==> config.mk <==
export PLATFORM = sky130hd
export DESIGN_NAME = lnrv_flush_ctrl
export DESIGN_NICKNAME = d
export VERILOG_FILES = /design/src/rtl/lnrv_flush_ctrl.sv
export SDC_FILE = /design/constraint.sdc
export NUM_CORES = 1
export LEC_CHECK = 0
export CORE_ASPECT_RATIO = 1.75
export CORE_MARGIN = 8
export CORE_UTILIZATION = 46
export DETAILED_ROUTE_END_ITERATION = 6
export GPL_TIMING_DRIVEN = 0
export PLACE_DENSITY = 0.86
export SYNTH_ARGS = -nofsm -noshare
export SYNTH_HDL_FRONTEND = slang
export SYNTH_SLANG_ARGS = --single-unit
==> constraint.sdc <==
create_clock -name clk -period 3.8 [get_ports clk]
set_input_delay 1.14 -clock clk [delete_from_list [all_inputs] [get_ports clk]]
set_output_delay 1.14 -clock clk [all_outputs]
set_load 0.01 [all_outputs]
==> src/rtl/lnrv_flush_ctrl.sv <==
// -----------------------------------------------------------------------------
// lnrv_flush_ctrl
//
// Pipeline redirect controller placed right after the execute-stage branch
// unit. It accepts a flush request (target = op1 + op2) or a trap request
// (target = trap_pc), masks the target to instruction alignment, registers it
// and presents it to the IFU. While the redirect is outstanding the younger
// pipeline stages are held killed. A free-running counter tallies completed
// IFU redirect handshakes.
//
// Handshake semantics (all interfaces on this block):
//   A transfer happens in a cycle where the producer's valid/req and the
//   consumer's ready/ack are both high at the rising edge. A producer must
//   hold valid/req and its payload stable until the transfer. The ack outputs
//   here are combinational and only ever rise when this block can take a new
//   redirect. ifu_flush_pc is held stable while ifu_flush_vld=1 and
//   ifu_flush_rdy=0.
//
// Parameters:
//   C_EXT  1: clear target bit 0 (16-bit instructions allowed)
//          0: clear target bits [1:0]
//   CNT_W  width of redirect_cnt
//
// Ports:
//   clk                 clock, rising edge
//   reset_n             synchronous active-low reset
//   pipe_flush_req      branch-unit flush request
//   pipe_flush_ack      flush accepted this cycle (combinational)
//   pipe_flush_pc_op1   flush target operand 1
//   pipe_flush_pc_op2   flush target operand 2
//   trap_req            trap redirect request (wins over flush)
//   trap_pc             trap vector target
//   trap_ack            trap accepted this cycle (combinational)
//   ifu_flush_vld       redirect valid to IFU
//   ifu_flush_rdy       IFU accepts redirect
//   ifu_flush_pc        registered redirect target
//   pipe_kill           squash IFU/IDU/dispatch contents
//   redirect_cnt        completed redirect count (wraps)
//   dbg_state_o         current FSM state (0 = IDLE, 1 = WAIT)
// -----------------------------------------------------------------------------
module lnrv_flush_ctrl #(
  parameter int C_EXT = 1,
  parameter int CNT_W = 32
) (
  input  logic             clk,
  input  logic             reset_n,
  input  logic             pipe_flush_req,
  output logic             pipe_flush_ack,
  input  logic [31:0]      pipe_flush_pc_op1,
  input  logic [31:0]      pipe_flush_pc_op2,
  input  logic             trap_req,
  input  logic [31:0]      trap_pc,
  output logic             trap_ack,
  output logic             ifu_flush_vld,
  input  logic             ifu_flush_rdy,
  output logic [31:0]      ifu_flush_pc,
  output logic             pipe_kill,
  output logic [CNT_W-1:0] redirect_cnt,
  output logic             dbg_state_o
);

  typedef enum logic {
    ST_IDLE = 1'b0,
    ST_WAIT = 1'b1
  } state_e;

  // Alignment mask applied to every redirect target.
  localparam logic [31:0] PC_MASK = (C_EXT != 0) ? 32'hFFFF_FFFE : 32'hFFFF_FFFC;

  state_e             state_q, state_d;
  logic [31:0]        pc_q, pc_d;
  logic [CNT_W-1:0]   cnt_q, cnt_d;

  logic               ifu_hs;
  logic               can_accept;
  logic               accept;
  logic [31:0]        flush_tgt;
  logic [31:0]        sel_tgt;

  // ---------------------------------------------------------------------------
  // Shared handshake/accept terms
  // ---------------------------------------------------------------------------
  // The IFU handshake frees the target register in the same cycle, so a new
  // request can be taken back-to-back without a bubble. Reset blocks any
  // accept so that nothing is acked in a cycle whose effect will be dropped.
  assign ifu_hs     = (state_q == ST_WAIT) && ifu_flush_rdy;
  assign can_accept = reset_n && ((state_q == ST_IDLE) || ifu_hs);
  assign accept     = can_accept && (trap_req || pipe_flush_req);

  // Carry out of the 32-bit add is intentionally discarded.
  assign flush_tgt = pipe_flush_pc_op1 + pipe_flush_pc_op2;
  assign sel_tgt   = (trap_req ? trap_pc : flush_tgt) & PC_MASK;

  // ---------------------------------------------------------------------------
  // FSM: state register
  // ---------------------------------------------------------------------------
  always_ff @(posedge clk) begin
    if (!reset_n) begin
      state_q <= ST_IDLE;
    end else begin
      state_q <= state_d;
    end
  end

  // ---------------------------------------------------------------------------
  // FSM: next-state logic
  // ---------------------------------------------------------------------------
  always_comb begin
    state_d = state_q;
    unique case (state_q)
      ST_IDLE: begin
        if (accept) state_d = ST_WAIT;
      end
      ST_WAIT: begin
        // A new accept in the handshake cycle keeps us in WAIT.
        if (accept)      state_d = ST_WAIT;
        else if (ifu_hs) state_d = ST_IDLE;
      end
      default: state_d = ST_IDLE;
    endcase
  end

  // ---------------------------------------------------------------------------
  // FSM: outputs
  // ---------------------------------------------------------------------------
  always_comb begin
    trap_ack       = 1'b0;
    pipe_flush_ack = 1'b0;
    ifu_flush_vld  = 1'b0;
    pipe_kill      = 1'b0;
    if (can_accept) begin
      trap_ack       = trap_req;
      pipe_flush_ack = pipe_flush_req && !trap_req;
    end
    if (state_q == ST_WAIT) begin
      ifu_flush_vld = 1'b1;
      pipe_kill     = 1'b1;
    end
  end

  assign dbg_state_o = state_q;

  // ---------------------------------------------------------------------------
  // Datapath: target register and redirect counter
  // ---------------------------------------------------------------------------
  always_comb begin
    pc_d  = pc_q;
    cnt_d = cnt_q;
    if (accept) pc_d  = sel_tgt;
    if (ifu_hs) cnt_d = cnt_q + {{(CNT_W-1){1'b0}}, 1'b1};
  end

  always_ff @(posedge clk) begin
    if (!reset_n) begin
      pc_q  <= 32'h0;
      cnt_q <= '0;
    end else begin
      pc_q  <= pc_d;
      cnt_q <= cnt_d;
    end
  end

  assign ifu_flush_pc = pc_q;
  assign redirect_cnt = cnt_q;

endmodule
**After elaboration in Yosys (flattened, before gate mapping)**

Cells that the tools add are included.

- Register bits: 64
- Bits in latches: 0
- Bits in writable memories: 0
- Memory bits (read-only): 0
- Input bits: 101
- Output and inout bits: 69
- Logic and storage cells: 21
- Memories: 0

- Add/sub/neg operators: 2
- Multipliers: 0
- Divide/modulo/power cells: 0
- Magnitude comparators: 0
- Equality and inequality tests: 0
- Shift operators: 0
- Muxes and demuxes: 8
- Bitwise logic cells: 1
- Reduce and logical (&&, ||, !) cells: 7

Operators by type and width:

| kind | number |
|---|---|
| adder 32 x 1 -> 32 bit (second input constant) | 1 |
| adder 32 bit | 1 |
| 2-to-1 mux 32 bit | 1 |
| 2-to-1 mux 1 bit | 6 |
| logical AND 1 bit | 4 |
| logical OR 1 bit | 2 |
| one-hot mux 1 bit (2 select lines) | 1 |
| zero test 1 bit | 1 |
| inverter 1 bit | 1 |

**Depth between registers and ports, before layout**

Gate-level depths: netlist (run 1).

- Depth after elaboration: 6
- Mapped depth: 9
- Gate-level depth less buffers: 9

**Least setup slack after synthesis (run 1)**

OpenSTA, ideal clock, no wires.

- Path kind: input to register
- Start: input port pipe_flush_pc_op1[0]
- End: register pc_q[16], in the netlist ifu_flush_pc[16]
- Library setup time: 138 ps
- Arrival time: 3228 ps
- Required time: 3662 ps
- Path slack: 435 ps
- Stages on the path: 9
- Buffers on the path: 0
- Path through: and2_1 fa_1 a21o_1 a221oi_1 o21ai_1 a311o_1 o21ai_1 xor2_1 o221ai_1

- Word-level cells in the longest chain between the ends: 2

Ends and longest elaborated chain:

| item | RTL line | source |
|---|---|---|
| start, declared | 49 | `input logic [31:0] pipe_flush_pc_op1,` |
| adder 32 bit | 91 | `assign flush_tgt = pipe_flush_pc_op1 + pipe_flush_pc_op2;` |
| 2-to-1 mux 32 bit | 92 | `assign sel_tgt = (trap_req ? trap_pc : flush_tgt) & PC_MASK;` |
| end signal, assigned | 158 | `pc_q <= pc_d;` |
| end, declared | 71 | `logic [31:0] pc_q, pc_d;` |

Every way passes these cells.
A chain may end at the register's enable or synchronous reset.

**Worst setup path in the final report (run 1)**

- Start: input port trap_req
- End: output port trap_ack

- Word-level cells in the longest chain between the ends: 1

Ends and longest elaborated chain:

| item | RTL line | source |
|---|---|---|
| start, declared | 51 | `input logic trap_req,` |
| 2-to-1 mux 1 bit | 131 | `if (can_accept) begin` |
| end, declared | 53 | `output logic trap_ack,` |

Every way passes these cells.

==> metrics.log, run 1 <==
INFO  metric place_worst_setup_slack = -0.4532 ns
INFO  metric power_switching = ~670 uW
INFO  metric ff_latch_area = between 1000 and 1500 um2
INFO  metric fp.dieArea = 13910 um2
INFO  metric floorplan.die.height = 150.1 um
INFO  metric cts_made_buffers = 9
INFO  metric worst_slew_pin_slew = about 1.1 ns
INFO  metric multi_input_area = 3227 um2
INFO  metric vdd_ir_drop_max = 0.2748 mV
INFO  metric worst-path-max-fanout = 10
INFO  metric switching_share = a little under a third
INFO  metric top_usage_layer = met2
INFO  metric seq_area_frac_synth = 27.09%
INFO  metric max_freq = roughly 270 MHz
INFO  metric die_x = 92.65 um
INFO  metric arrival = 2.61 ns
INFO  metric dominantRegCellSynth = dfxtp_1
INFO  metric route.detailed.vias_per_inst = 5.941
INFO  metric share_of_total_power_in_combinational_logic = 31.7%
INFO  metric number_of_flip_flops_and_latches_in_the_synthesized_netlist = 64
INFO  metric layout.nets = 899
INFO  metric totalNegativeSetupSlack = 0 ns
INFO  metric vias = around 5300
INFO  metric drt_iter0_markers = 327
INFO  metric drv_cap = 0
INFO  metric io_buffer_count = 166
INFO  metric worstPathRequired = approximately 2.7 ns
INFO  metric dp.cells = 880
INFO  metric finalWorstPathRequiredPeriod = 3.753 ns
INFO  metric grt_antenna_before_repair = 0
INFO  metric syn_area = 4730 um2
INFO  metric max_slew_margin = around a quarter
INFO  metric critical-path-slowest-cell = clkdlybuf4s50_1
INFO  metric setup.worst_path.class = input pin to output port
INFO  metric final_cells = 898
INFO  metric start_util = 46.47%
INFO  metric layout.cell_area.non_filler = 6872 um2
INFO  metric worst_setup_path_start_kind = input pin
INFO  metric max_stage_delay = 0.54 ns
INFO  metric area_growth_syn_to_layout = 45.29%
INFO  metric final.period_utilization = 98.77%
INFO  metric global_route_wire_length_before_repair = 26410 um
INFO  metric ant_nets = 0
INFO  metric worstPathCellList = clkbuf_1, buf_2, and3_1, clkdlybuf4s50_1
INFO  metric cellInternalPower = 1.502 mW
INFO  metric final.fill_count = 837
INFO  metric clockRootBuffer = clkbuf_16
INFO  metric outcome = complete, no violations
INFO  metric rsz_0062_raised_after_global_routing = false
INFO  metric groute.layer.met3.usage = 4.194%
INFO  metric worst_hold_slack = 0.4788 ns
INFO  metric area_of_the_core_region = 10180 um2
INFO  metric placed_cell_area = 6550 um2
INFO  metric hpwl = 13720 um
INFO  metric first_global_vias = 5551
INFO  metric cts_tree = yes
INFO  metric wl_per_cell = roughly 19 um
INFO  metric gr-total-overflow = 0
INFO  metric num_io_pins = 170
INFO  metric rows = 49
INFO  metric timing.final.max_slew_violations = 0
INFO  metric grt_util_met2 = 45.00%
INFO  metric antenna_cells_inserted = 0
INFO  metric end_kind = output port
INFO  metric worstHoldPathType = flop to flop
INFO  metric detailedRoute.firstPassIterationCount = 7
INFO  metric timing.final.setup_violations = 0
INFO  metric clock_path_buffers = 2
INFO  metric clkPwrFrac = 34.5%
INFO  metric worst_slack = 0.04682 ns
INFO  metric report.final.hold_viol_count = 0
INFO  metric drt_wl_total = 17120 um
INFO  metric clock_skew = around 0.0063 ns
INFO  metric avgSynthCellArea = around 8.1 um2
INFO  metric power.density = 316.0 nW/um2
INFO  metric largest_net_degree_at_the_start_of_global_routing = 11
INFO  metric groute.layer.met1.usage = between 20% and 30%
INFO  metric clock_transition_at_the_registers_of_the_reported_paths = about 0.050 ns
INFO  metric syn-num-nets = between 700 and 800
INFO  metric cts.htree.levels = 3
INFO  metric syn_inst = 587
INFO  metric post_route_cells_drive_above_1_share = 6.744%
INFO  metric p_leak = 2.809 nW
INFO  metric clock_sink_count = 64
INFO  metric synth-async-reset-ratio = 0%
INFO  metric globalplace.congestion = between 0.9 and 1
INFO  metric synth_enable_flop_cells = 0
INFO  metric yosys.cell_types.count = 70
INFO  metric power.sequential.fraction = 33.8%
INFO  metric latest_clock_arrival_within_the_worst_skew_pair = 0.34 ns
INFO  metric track_usage = between 20% and 30%
INFO  metric post-route-drc-count = 0
INFO  metric synth-warning-count = 0
[worst paths after layout]
check	cells past startpoint	slack, ns	end	start
min reg2reg	2	0.48	ifu_flush_pc[2]	ifu_flush_pc[2]
max reg2reg	7	1.09	redirect_cnt[29]	dbg_state_o
min	2	0.48	ifu_flush_pc[2]	ifu_flush_pc[2]
max	4	0.05	trap_ack	trap_req
[power groups by stage]
stage	sequential (mW)	combinational, mW	clock (mW)
4_1_cts	0.734	0.675	0.740
2_1_floorplan	0.759	0.357	0
6_report	0.734	0.688	0.749
3_5_place_dp	0.746	0.665	0
3_3_place_gp	0.744	0.653	0
5_1_grt	0.736	0.740	0.773
[logic make-up (layout without fill, tap and decap cells)]
logic type               after synthesis  in the layout  share of synthesized area, %
XOR/XNOR                              51             51                         9.444
AND/OR/NAND/NOR                      228            228                         25.37
multiplexers                           5              5                         1.085
adder cells (fa/ha/maj)               32             32                         8.624
AO/OA/AOI/OAI                        157            157                         22.94
buffers and inverters                 49            233                         5.370
other                                  1              1                       0.07929
flip-flops                            64             64                         27.09
[cell usage after synthesis (4+ instances only)]
| cell | count | area [um2] |
|---|---|---|
| o2111ai_1 | 5 | 43.79 |
| a21oi_1 | 36 | 180.2 |
| nor2b_1 | 6 | 37.54 |
| nand4_1 | 11 | 68.82 |
| clkbuf_1 | 19 | 71.32 |
| nand3b_1 | 5 | 37.54 |
| dfxtp_1 | 64 | 1281 |
| xor2_1 | 19 | 166.4 |
| a211oi_1 | 5 | 37.54 |
| and3_1 | 7 | 43.79 |
| o211a_1 | 9 | 90.09 |
| a21o_1 | 16 | 120.1 |
| nand2_1 | 68 | 255.2 |
| nand2b_1 | 5 | 31.28 |
| nand3_1 | 43 | 215.2 |
| inv_1 | 15 | 56.30 |
| nor2_1 | 17 | 63.81 |
| o21ai_0 | 26 | 130.1 |
| o211ai_1 | 12 | 90.09 |
| xnor2_1 | 32 | 280.3 |
| a31oi_1 | 12 | 75.07 |
| nor3_1 | 12 | 60.06 |
| buf_6 | 6 | 67.56 |
| a21boi_0 | 6 | 45.04 |
| or3_1 | 4 | 25.02 |
| or4_1 | 4 | 30.03 |
| ha_1 | 31 | 387.9 |
| and2_1 | 28 | 175.2 |
| mux2i_1 | 4 | 40.04 |
[through the flow]
step	power, mW	util, %
after floorplan	1.116	-
after global placement	1.397	64.36
after detailed placement	1.412	64.36
after CTS	2.148	67.21
after global routing	2.250	67.52
final	2.171	67.52
[per-layer routing]
layer | vias to the layer above | share of wire [%]
met2 | 272 | 53
met3 | 67 | 6.6
met1 | 2503 | 34
met5 | - | 0
met4 | 0 | 5.7
li1 | 2493 | -
[critical path, delay by kind of cell]
family / cells / cell delay, ns
buffers and inverters: 3 / 1.26
and+or+nand+nor: 1 / 0.21
[cells in the final DEF, fill, tap and decap left out, drive strengths merged, types with 12 or more instances in the layout]
master	count
o21ai	28
a21o	17
nor3	13
nor2	17
and2	29
dfxtp	64
ha	31
a31oi	12
buf	16
nand3	44
clkdlybuf4s50	163
clkbuf	32
a21oi	36
xnor2	32
inv	15
o211ai	12
xor2	19
nand2	69
[layout make-up]
type / instances / area share (%)
clock inverter: 4 / 0.2913
tap: 127 / 2.312
sequential: 64 / 18.65
inverter: 15 / 0.8194
buffer: 34 / 2.895
timing repair buffer: 168 / 24.49
multi-input combinational: 474 / 46.96
clock buffer: 12 / 3.587
[state kept, by name, indices dropped and copies added, names as in the netlist]
signal and flops:
dbg_state_o 1, ifu_flush_pc 31, redirect_cnt 32
[repair_timing]
item / in CTS / in global routing
hold endpoints to repair: 0 / 0
hold buffers: 0 / 0
buffers inserted: 0 / 2
gates resized for setup: 8 / 3
endpoints found under the setup margin: 3 / 3
(Power assumes the default switching activity.)
==> run 2: changes to the inputs <==
GPL_ROUTABILITY_DRIVEN = 0   (was default)
PLACE_DENSITY = 0.91   (was 0.86)
==> metrics.log, run 2 (synthesis gave the netlist of run 1 again) <==
INFO  metric cts.htree.levels = 3 (unchanged)
INFO  metric arrival = 3.96 ns (+1.35 ns)
INFO  metric drt_iter0_markers = 361 (+10%)
INFO  metric worstPathCellList = clkdlybuf4s50_1, ha_1, a21o_1, a22o_1, a41oi_1, o211ai_1, a31oi_1, mux2i_1, nor2_1
INFO  metric p_leak = 2.825 nW (+0.57%)
INFO  metric largest_net_degree_at_the_start_of_global_routing = 12 (+1)
INFO  metric finalWorstPathRequiredPeriod = 3.746 ns (-0.007169 ns)
INFO  metric post_route_cells_drive_above_1_share = 6.623% (-0.12 points)
INFO  metric detailedRoute.firstPassIterationCount = 5 (-2)
INFO  metric cts_tree = yes
INFO  metric placed_cell_area = 6550 um2 (unchanged)
INFO  metric source_of_the_worst_hold_timing_path = ifu_flush_pc[2]
INFO  metric layout.nets = 898 (-0.11%)
INFO  metric dp.cells = 880 (unchanged)
INFO  metric outcome = complete, no violations
INFO  metric clock_sink_count = 64 (unchanged)
INFO  metric fp.dieArea = 13910 um2 (unchanged)
INFO  metric mostFrequentLayoutCells = clkdlybuf4s50_1 (164), nand2_1 (68), dfxtp_1 (64), nand3_1 (43), a21oi_1 (36)
INFO  metric grt_antenna_before_repair = 2 (+2)
INFO  metric ant_nets = 0 (unchanged)
INFO  metric worstPathRequired = 4.02 ns (+1.36 ns)
INFO  metric final_cells = 899 (+0.11%)
INFO  metric drt_wl_total = 17360 um (+1.4%)
INFO  metric worst_setup_path_startpoint = pipe_flush_pc_op1[4]
INFO  metric track_usage = 24.01% (+0.44 points)
INFO  metric io_buffer_count = 166 (unchanged)
INFO  metric rows = 49 (unchanged)
INFO  metric area_of_the_core_region = 10180 um2 (unchanged)
INFO  metric floorplan.die.height = 150.1 um (unchanged)
INFO  metric post-route-drc-count = 0 (unchanged)
INFO  metric worst_setup_path_start_kind = input pin
INFO  metric timing.final.setup_violations = 0 (unchanged)
INFO  metric vias = 5332 (-0.056%)
INFO  metric setup.worst_path.class = input pin to flop
INFO  metric clock_skew = 0.004218 ns (-0.002127 ns)
INFO  metric report.final.hold_viol_count = 0 (unchanged)
INFO  metric clock_path_buffers = 2 (unchanged)
INFO  metric clock_transition_at_the_registers_of_the_reported_paths = 0.05 ns (about the same)
INFO  metric critical-path-slowest-cell = clkdlybuf4s50_1
INFO  metric end_kind = flop
INFO  metric gr-total-overflow = 0 (unchanged)
INFO  metric largest_reg_flops = 32 (unchanged)
INFO  metric rsz_0062_raised_after_global_routing = false
INFO  metric wl_per_cell = 19.31 um (+1.3%)
INFO  metric hpwl = 13870 um (+1.0%)
INFO  metric max_slew_margin = 31.00% (+6.1 points)
INFO  metric power.density = 343.1 nW/um2 (+8.6%)
INFO  metric layout.cells.most_common = clkdlybuf4s50_1
INFO  metric die_x = 92.65 um (unchanged)
INFO  metric area_growth_syn_to_layout = 46.14%
INFO  metric latest_clock_arrival_within_the_worst_skew_pair = 0.33 ns (about the same)
INFO  metric vdd_ir_drop_max = 0.2566 mV (-6.6%)
INFO  metric max_stage_delay = 0.42 ns (-0.12 ns)
INFO  metric num_io_pins = 170 (unchanged)
INFO  metric worst_slew_pin_slew = 1.027 ns (-0.09068 ns)
INFO  metric first_global_vias = 5573 (+0.40%)
INFO  metric max_freq = 267.0 MHz (+0.19%)
INFO  metric drv_cap = 0 (unchanged)
INFO  metric report.power.total = 2.371 mW (+9.2%)
INFO  metric totalNegativeSetupSlack = 0 ns (unchanged)
INFO  metric timing.final.max_slew_violations = 0 (unchanged)
INFO  metric reg2reg_from = dbg_state_o
INFO  metric worstHoldPathType = flop to flop
INFO  metric cts_made_buffers = 9 (unchanged)
INFO  metric global_route_wire_length_before_repair = 26680 um (+1.0%)
INFO  metric final.period_utilization = 98.58% (-0.19 points)
INFO  metric start_util = 46.47% (unchanged)
INFO  metric layout.cell_area.non_filler = 6912 um2 (+0.58%)
INFO  metric clockRootBuffer = clkbuf_16
INFO  metric final.fill_count = 820 (-2.0%)
INFO  metric worst-path-max-fanout = 5 (-5)
INFO  metric route.detailed.vias_per_inst = 5.931 (-0.17%)
## run 2: timing repair
| item | in CTS | in global routing |
|---|---|---|
| endpoints found under the setup margin | 3 | 2 |
| buffers inserted | 1 | 0 |
| resized for setup | 5 | 3 |
| hold buffers | 0 | 0 |
| pin swaps | 0 | 0 |
## run 2: worst paths after layout
kind | end | slack (ns) | cells after the start
max reg2reg | redirect_cnt[29] | 1.14 | 7
max | ifu_flush_pc[25] | 0.05 | 9
min reg2reg | ifu_flush_pc[2] | 0.49 | 2
min | ifu_flush_pc[2] | 0.49 | 2
## run 2: worst max-delay path, delay by kind of cell
family                     cells  cell delay [ns]
AOI/OAI and AO/OA              5             1.63
muxes                          1             0.32
adders and majority gates      1             0.37
and+or+nand+nor                1             0.07
buffers and inverters          1             0.42
## run 2: cell type report
type,count,area (um2),area share (%)
antenna,2,5.005,0.07241
clock buffer,10,229.0,3.313
buffer,34,198.9,2.878
inverter,15,56.30,0.8146
tap,127,158.9,2.299
clock inverter,6,107.6,1.557
sequential,64,1281,18.54
timing repair buffer,167,1667,24.11
multi-input combinational,474,3208,46.42
## run 2: per-stage QoR
step | util (%) | hold WS, ns | worst slack, ns
after global routing | 67.91 | 0.5078 | 0.03014
after detailed placement | 64.36 | 0.4771 | -0.4509
after CTS | 67.88 | 0.4843 | 0.03210
final | 67.91 | 0.4947 | 0.05399
after floorplan | - | 0.4852 | 0.4348
after global placement | 64.36 | 0.4613 | -0.4340
## run 2: per-layer routing
| metal | GRT usage (%) | part of all wire [%] | vias up | wire length, um |
|---|---|---|---|---|
| li1 | - | - | 2495 | - |
| met1 | 21.40 | 33 | 2464 | 5656 |
| met2 | 44.90 | 53 | 287 | 9246 |
| met3 | 4.843 | 7.3 | 86 | 1273 |
| met4 | 20.28 | 6.8 | 0 | 1185 |
| met5 | 0 | 0 | - | 0 |
## run 2: power by group
| group | internal [mW] | switching, mW |
|---|---|---|
| Clock | 0.638 | 0.314 |
| Combinational | 0.335 | 0.349 |
| Sequential | 0.709 | 0.0257 |
==> run 3: changes to the inputs <==
CORE_UTILIZATION = 47   (was 46)
CTS_BUF_LIST = sky130_fd_sc_hd__clkbuf_8   (was default)
PLACE_DENSITY = 0.92   (was 0.91)
==> metrics.log, run 3 (synthesis gave the netlist of run 1 again) <==
INFO  metric post-route-drc-count = 0 (unchanged)
INFO  metric worstPathRequired = 2.66 ns (-1.36 ns)
INFO  metric ant_nets = 0 (unchanged)
INFO  metric clock_path_buffers = 2 (unchanged)
INFO  metric start_util = 48.02% (+1.5 points)
INFO  metric track_usage = 24.80% (+0.79 points)
INFO  metric clock_sink_count = 64 (unchanged)
INFO  metric worst_setup_path_start_kind = input pin
INFO  metric cts_made_buffers = 9 (unchanged)
INFO  metric end_kind = output port
INFO  metric drv_cap = 0 (unchanged)
INFO  metric route.detailed.vias_per_inst = 6.077 (+2.5%)
INFO  metric clock_transition_at_the_registers_of_the_reported_paths = 0.06 ns (about the same)
INFO  metric max_slew_margin = 25.75% (-5.3 points)
INFO  metric utilization = 68.99% (+1.1 points)
INFO  metric vdd_ir_drop_max = 0.1904 mV (-26%)
INFO  metric cts_tree = yes
INFO  metric worst_hold_slack = 0.5049 ns (+0.01022 ns)
INFO  metric fp.dieArea = 13660 um2 (-1.8%)
INFO  metric latest_clock_arrival_within_the_worst_skew_pair = 0.35 ns (+0.02 ns)
INFO  metric power.sequential.fraction = 36.4% (+5.4 points)
INFO  metric area_of_the_core_region = 9849 um2 (-3.2%)
INFO  metric final.fill_count = 752 (-8.3%)
INFO  metric worst_slew_pin_slew = 1.105 ns (+0.07826 ns)
INFO  metric post_route_cells_drive_above_1_share = 6.995% (+0.37 points)
INFO  metric outcome = complete, no violations
INFO  metric setup.worst_path.class = input pin to output port
INFO  metric global_route_wire_length_before_repair = 27440 um (+2.8%)
INFO  metric detailedRoute.firstPassIterationCount = 5 (unchanged)
INFO  metric power.density = 296.9 nW/um2 (-13%)
INFO  metric wl_per_cell = 19.66 um (+1.8%)
INFO  metric report.final.hold_viol_count = 0 (unchanged)
INFO  metric clockRootBuffer = clkbuf_8
INFO  metric timing.final.max_slew_violations = 0 (unchanged)
INFO  metric clock_skew = 0.006146 ns (+0.001928 ns)
INFO  metric clkPwrFrac = 29.4% (-11 points)
INFO  metric vias = 5457 (+2.3%)
INFO  metric cts_hold_buf = 0 (unchanged)
INFO  metric floorplan.die.height = 148.7 um (-0.95%)
INFO  metric worst-path-max-fanout = 10 (+5)
INFO  metric gr-total-overflow = 0 (unchanged)
INFO  metric switching_share = 31.74% (+2.7 points)
INFO  metric final.period_utilization = 97.83% (-0.75 points)
INFO  metric drt_iter0_markers = 337 (-6.6%)
INFO  metric rows = 48 (-2.0%)
INFO  metric grt_antenna_before_repair = 1 (-1)
INFO  metric first_global_vias = 5650 (+1.4%)
INFO  metric layout.nets = 900 (+0.22%)
INFO  metric cts.htree.levels = 3 (unchanged)
INFO  metric max_freq = 269.0 MHz (+0.77%)
INFO  metric arrival = 2.58 ns (-1.38 ns)
INFO  metric cellInternalPower = 1.377 mW (-18%)
INFO  metric mostFrequentLayoutCells = clkdlybuf4s50_1 (164), nand2_1 (68), dfxtp_1 (64), nand3_1 (43), a21oi_1 (36)
INFO  metric largest_reg_flops = 32 (unchanged)
INFO  metric num_io_pins = 170 (unchanged)
INFO  metric share_of_total_power_in_combinational_logic = 34.3% (+5.4 points)
INFO  metric die_x = 91.83 um (-0.89%)
INFO  metric rsz_0062_raised_after_global_routing = false
INFO  metric power_switching = 640.4 uW (-7.0%)
INFO  metric area_growth_syn_to_layout = 43.68%
INFO  metric worstHoldPathType = flop to flop
INFO  metric layout.cells.most_common = clkdlybuf4s50_1
INFO  metric largest_net_degree_at_the_start_of_global_routing = 11 (-1)
INFO  metric timing.final.setup_violations = 0 (unchanged)
INFO  metric drt_wl_total = 17650 um (+1.7%)
INFO  metric hpwl = 13920 um (+0.43%)
INFO  metric io_buffer_count = 166 (unchanged)
INFO  metric p_leak = 2.787 nW (-1.4%)
INFO  metric finalWorstPathRequiredPeriod = 3.717 ns (-0.02855 ns)
-- run 3: changes by cell type in the layout (fill, tap and decap cells not counted), moves of 2 or more --
cell       delta
clkbuf_16     -9
inv_1         +2
buf_4         +2
clkbuf_8     +11
bufinv_16     -2
-- run 3: critical path, stage by stage --
cell and delay, ns:
clkbuf_1 0.33, buf_2 0.34, and3_1 0.22, clkdlybuf4s50_1 0.54
-- run 3: layer usage --
layer,track usage [%],vias up,wire length [um]
met2,45.84,319,9243
li1,-,2494,-
met5,0,-,0
met1,23.10,2559,5873
met4,18.25,0,1205
met3,5.704,85,1328
-- run 3: worst paths after layout --
kind / to / start / cells after the start / slack [ns]
max: trap_ack / trap_req / 4 / 0.08
min: ifu_flush_pc[2] / ifu_flush_pc[2] / 2 / 0.50
max reg2reg: redirect_cnt[25] / dbg_state_o / 7 / 1.02
min reg2reg: ifu_flush_pc[2] / ifu_flush_pc[2] / 2 / 0.50
-- run 3: area by class of cell --
class	instances	area, um2	share of cell area (%)
Clock buffer	11	151.4	2.228
Timing Repair Buffer	169	1682	24.75
Buffer	34	198.9	2.928
Clock inverter	5	47.55	0.6997
Antenna cell	1	2.502	0.03683
Multi-Input combinational cell	474	3219	47.38
Tap cell	125	156.4	2.302
Inverter	15	56.30	0.8286
Sequential cell	64	1281	18.85
-- run 3: power groups by stage --
stage                     Sequential [mW]  Clock (mW)  Combinational, mW
after floorplan                     0.759           0              0.357
after global placement              0.744           0              0.651
after detailed placement            0.746           0              0.666
after CTS                           0.732       0.588              0.676
after global routing                0.735       0.619              0.742
final                               0.734       0.593              0.691
-- run 3: per-stage QoR --
step	std cells	instance area, um2	worst slack [ns]	setup TNS [ns]	power (mW)
2_1_floorplan	587	4730	0.4348	0	1.116
3_3_place_gp	878	6548	-0.4780	-1.827	1.394
3_5_place_dp	878	6548	-0.4886	-2.033	1.412
4_1_cts	895	6765	0.01079	0	1.995
5_1_grt	898	6795	0.005085	0	2.097
6_report	898	6795	0.08254	0	2.018
-- run 3: timing repair --
item	in CTS	in global routing
endpoints found under the setup margin	3	4
cloned	0	0
pin swaps	0	0
buffers inserted	1	2
resized for setup	7	5
